`src/rtl/serial_adder_seq.sv`:
```
// Bit-serial adder sequencer: feeds one operand bit pair per cycle,
// LSB first, to an external full-adder cell and collects the sum.
module serial_adder_seq #(
  parameter int WIDTH = 8
) (
  input  logic             clk,
  input  logic             rst_n,
  input  logic             start,
  input  logic [WIDTH-1:0] op_a,
  input  logic [WIDTH-1:0] op_b,
  input  logic             cin,
  output logic             busy,
  output logic             done,
  output logic [WIDTH-1:0] sum,
  output logic             cout,
  output logic             fa_a,
  output logic             fa_b,
  output logic             fa_cin,
  input  logic             fa_s,
  input  logic             fa_co
);

  localparam int CW = (WIDTH > 1) ? $clog2(WIDTH) : 1;
  localparam logic [CW-1:0] LAST = CW'(WIDTH - 1);

  typedef enum logic [1:0] {
    IDLE = 2'd0,
    RUN  = 2'd1,
    DONE = 2'd2
  } state_e;

  state_e           state_q, state_d;
  logic [WIDTH-1:0] a_sr_q, a_sr_d;
  logic [WIDTH-1:0] b_sr_q, b_sr_d;
  logic [WIDTH-1:0] sum_sr_q, sum_sr_d;
  logic [WIDTH-1:0] sum_q, sum_d;
  logic             carry_q, carry_d;
  logic             cout_q, cout_d;
  logic [CW-1:0]    cnt_q, cnt_d;

  always_ff @(posedge clk or negedge rst_n) begin
    if (!rst_n) begin
      state_q  <= IDLE;
      a_sr_q   <= '0;
      b_sr_q   <= '0;
      sum_sr_q <= '0;
      sum_q    <= '0;
      carry_q  <= 1'b0;
      cout_q   <= 1'b0;
      cnt_q    <= '0;
    end else begin
      state_q  <= state_d;
      a_sr_q   <= a_sr_d;
      b_sr_q   <= b_sr_d;
      sum_sr_q <= sum_sr_d;
      sum_q    <= sum_d;
      carry_q  <= carry_d;
      cout_q   <= cout_d;
      cnt_q    <= cnt_d;
    end
  end

  always_comb begin
    state_d  = state_q;
    a_sr_d   = a_sr_q;
    b_sr_d   = b_sr_q;
    sum_sr_d = sum_sr_q;
    sum_d    = sum_q;
    carry_d  = carry_q;
    cout_d   = cout_q;
    cnt_d    = cnt_q;
    fa_a     = 1'b0;
    fa_b     = 1'b0;
    fa_cin   = 1'b0;
    unique case (state_q)
      IDLE: begin
        if (start) begin
          a_sr_d  = op_a;
          b_sr_d  = op_b;
          carry_d = cin;
          cnt_d   = '0;
          state_d = RUN;
        end
      end
      RUN: begin
        fa_a     = a_sr_q[0];
        fa_b     = b_sr_q[0];
        fa_cin   = carry_q;
        sum_sr_d = {fa_s, sum_sr_q[WIDTH-1:1]};
        carry_d  = fa_co;
        a_sr_d   = {1'b0, a_sr_q[WIDTH-1:1]};
        b_sr_d   = {1'b0, b_sr_q[WIDTH-1:1]};
        cnt_d    = cnt_q + CW'(1);
        // Last bit: publish the completed word in the same edge.
        if (cnt_q == LAST) begin
          sum_d   = {fa_s, sum_sr_q[WIDTH-1:1]};
          cout_d  = fa_co;
          state_d = DONE;
        end
      end
      DONE: state_d = IDLE;
      default: state_d = IDLE;
    endcase
  end

  assign busy = (state_q != IDLE);
  assign done = (state_q == DONE);
  assign sum  = sum_q;
  assign cout = cout_q;

endmodule

```
`config.mk`:
```
export PLATFORM = sky130hd
export DESIGN_NAME = serial_adder_seq
export DESIGN_NICKNAME = d
export VERILOG_FILES = /design/src/rtl/serial_adder_seq.sv
export SDC_FILE = /design/constraint.sdc
export NUM_CORES = 1
export LEC_CHECK = 0
export ABC_AREA = 1
export BUFFER_PORTS_ARGS = -buffer_cell sky130_fd_sc_hd__buf_2
export CAP_MARGIN = 10
export CORE_ASPECT_RATIO = 1.25
export CORE_MARGIN = 8
export CORE_UTILIZATION = 28
export CTS_BUF_LIST = sky130_fd_sc_hd__clkbuf_4 sky130_fd_sc_hd__clkbuf_8 sky130_fd_sc_hd__clkbuf_16
export CTS_CLUSTER_SIZE = 10
export DETAILED_ROUTE_END_ITERATION = 8
export GPL_TIMING_DRIVEN = 0
export PLACE_DENSITY = 0.58
export SETUP_SLACK_MARGIN = 0.4
export SLEW_MARGIN = 30
export SYNTH_ARGS = -nofsm -noshare
export SYNTH_HDL_FRONTEND = slang
export SYNTH_SLANG_ARGS = --single-unit
```
`constraint.sdc`:
```
create_clock -name clk -period 3.7 [get_ports clk]
set_input_delay 0.37 -clock clk [delete_from_list [all_inputs] [get_ports clk]]
set_output_delay 0.37 -clock clk [all_outputs]
set_load 0.05 [all_outputs]
```
==> metrics.cfg <==
[cts]
post_cts_resized=0
clkTransAtPathRegs_ps=70
clkSinkCount=38
cts_setup_buffers=0
ctsHoldBuffers=0
cts_buffers=5
htree_levels=2
cts-root-buf=clkbuf_8
cts_buffer_depth=2
cts_tree=built
insertion_delay_ps=290

[logic_synthesis]
synth_top_area_cell=dfrtp_1
synthCells=226
netlist-cell-type-count=19
ys_ff_latch=38
post_synth.cell_area_avg_um2=8.52
synth_edf_count=0
yosysWarnings=0
yosysMostFrequentCell=nand2_1
ys_seq_area_share_pct=49.4
synth_top_area_share_pct=49.4
ys_top_cells_by_area=dfrtp_1 (49%), nand2_1 (17%), inv_1 (8.0%)
syn_area_um2=1930
syn-num-nets=250
yosys-top-cells-count=nand2_1 (89), inv_1 (41), dfrtp_1 (38)
synthArstFlopShare_pct=100
ys.flop_type=dfrtp_1

[drt]
drt_iter0_markers=31
drt-total-wl_um=4090
routed-via-count=1448
final_antenna_net_count=0
drt-pass1-iter-count=4
vias_per_cell=4.03
drc=0
avgRoutedWirePerCell_um=11.4

[die]
die_area_um2=9800
die_h_um=109
row_count=34
initial_core_util_pct=28.3
ios=36
die_x_um=90.2
coreArea_um2=6810

[power_and_ir_drop]
power.density_nw_per_um2=887
comb_power_share_pct=51.2
switchingPower_uw=947
switching_share_pct=46.3
clockPowerShare_pct=14.5
p_leak_uw=0.00130
vdd_drop_max_v=0.000372
seqPwrFrac_pct=34.3
p_int_uw=1100

[placement]
portBuffers=35
hpwl_um=2990
place_congestion=0.702

[grt]
grt-ovfl-total=0
grt_pass1_vias=1587
grt_max_degree=39
antenna_found_initial=0
grt_pass1_wl_um=7390
grt.total_usage_pct=9.26

[timing]
hold_viol_final=0
grt_setup_unrepaired=false
fin_setup_tns_ps=0
slew_headroom_pct=44.3
hold_slack_ps=180
min_period_over_period_pct=51.0
worst_pin_slew_ps=835
period_minus_slack_ps=1890
setup_viol=0
fin_skew_ps=5.77
final-max-slew-violation-count=0
max_freq_mhz=530

[setup_path]
critical_path.max_fanout=10
startpoint_type=flop
reg2reg_from=cnt_q[0]
r2r_cells=6
crit_cells=5
path_buf_inv=3
endpoint=fa_cin
worstPathArrival_ps=1520
worstReg2RegEnd=sum[7]
crit_family=buffers and inverters
crit_path_top_delay_cell=dfrtp_1
worst-setup-path-type=reg -> out
regToRegSetupSlack_ps=2310
crit_required_ps=3330
cp_cell_sequence=inv_2, nand2_8, buf_6, nor2_1, buf_2
crit_path_start=state_q[1]
cp-end-kind=primary output
max_stage_delay_ps=410

[run_status]
outcome=finished, final reports clean

[layout]
filler_cell_count=754
fin_nets=292
diodes=0
final_layout_size_suffix_gt1_share_pct=29.0
syn_to_final_growth_pct=19.9

[flow_run]
drv_cap=0

[hold_path]
hold_class=in -> async

per-stage QoR:
stage	total power [uW]	worst slack, ps	std cells	area, um2	util (%)
after floorplan	1540	1900	226	1930	-
after global placement	1750	2110	351	2210	32.5
after detailed placement	1770	2100	351	2210	32.5
after CTS	2080	1780	359	2310	33.9
after global routing	2230	1720	359	2310	33.9
final	2050	1810	359	2310	33.9
power by group through the flow:
stage / sequential, uW / clock, uW / combinational, uW
after floorplan: 838 / 0 / 699
after global placement: 703 / 0 / 1050
after detailed placement: 707 / 0 / 1070
after CTS: 700 / 309 / 1070
after global routing: 724 / 326 / 1180
final: 702 / 298 / 1050
cell type report:
| cell class | instances | area, um2 | share of cell area [%] |
|---|---|---|---|
| multi-input cells | 136 | 717 | 31.1 |
| inverters | 43 | 161 | 6.99 |
| repair buffers | 35 | 175 | 7.59 |
| clock buffers | 6 | 82.6 | 3.58 |
| well taps | 90 | 113 | 4.88 |
| plain buffers | 9 | 96.3 | 4.17 |
| clock inverters | 2 | 12.5 | 0.542 |
| flip-flops and latches | 38 | 951 | 41.2 |
kinds of logic (layout without fill, tap and decap cells):
family | count (synthesis) | count (layout) | share of synthesized area [%]
AOI/OAI and AO/OA | 20 | 20 | 7.54
adders and majority gates | 2 | 2 | 1.30
buffers and inverters | 52 | 95 | 13.4
DFF | 38 | 38 | 49.4
and+or+nand+nor | 114 | 114 | 28.4
per-layer routing:
layer / share of wire, % / track usage, % / up-vias
met5: 0 / 0 / -
met4: 0.88 / 2.86 / 0
met3: 4.4 / 2.96 / 5
met2: 49 / 16.0 / 23
met1: 46 / 10.8 / 668
li1: - / - / 752
cell usage in the layout (no fill, tap or decap):
cell	synthesis	final
clkinvlp_4	0	1
inv_2	2	2
buf_6	5	5
buf_12	1	1
ha_1	2	2
nand2_1	89	89
a21oi_4	1	1
nand3_2	9	9
o21ai_2	9	9
a21oi_1	1	1
dfrtp_1	38	38
nand2_8	2	2
nor2_1	5	5
o21ai_0	9	9
nand2_4	2	2
nor2_4	1	1
buf_2	1	36
inv_1	41	41
clkinv_2	0	1
buf_4	2	2
clkbuf_8	0	6
nand3_1	6	6
flip-flops by register name, indices dropped and copies added (netlist names):
signal / flops
carry_q: 1
a_sr_q: 8
b_sr_q: 8
state_q: 2
sum_sr_q: 7
cnt_q: 3
sum: 8
cout: 1
worst min path at each step:
stage | startpoint | to | slack (ps) | cells after the start
5_1_grt | rst_n | a_sr_q[3] | 250 | 1
2_1_floorplan | rst_n | a_sr_q[0] | 70 | 0
4_1_cts | rst_n | a_sr_q[2] | 210 | 1
6_report | rst_n | a_sr_q[2] | 180 | 1
3_3_place_gp | cnt_q[1] | cnt_q[1] | 460 | 2
3_5_place_dp | a_sr_q[0] | a_sr_q[0] | 460 | 2
Note: power is estimated with default switching activity, not from simulation.
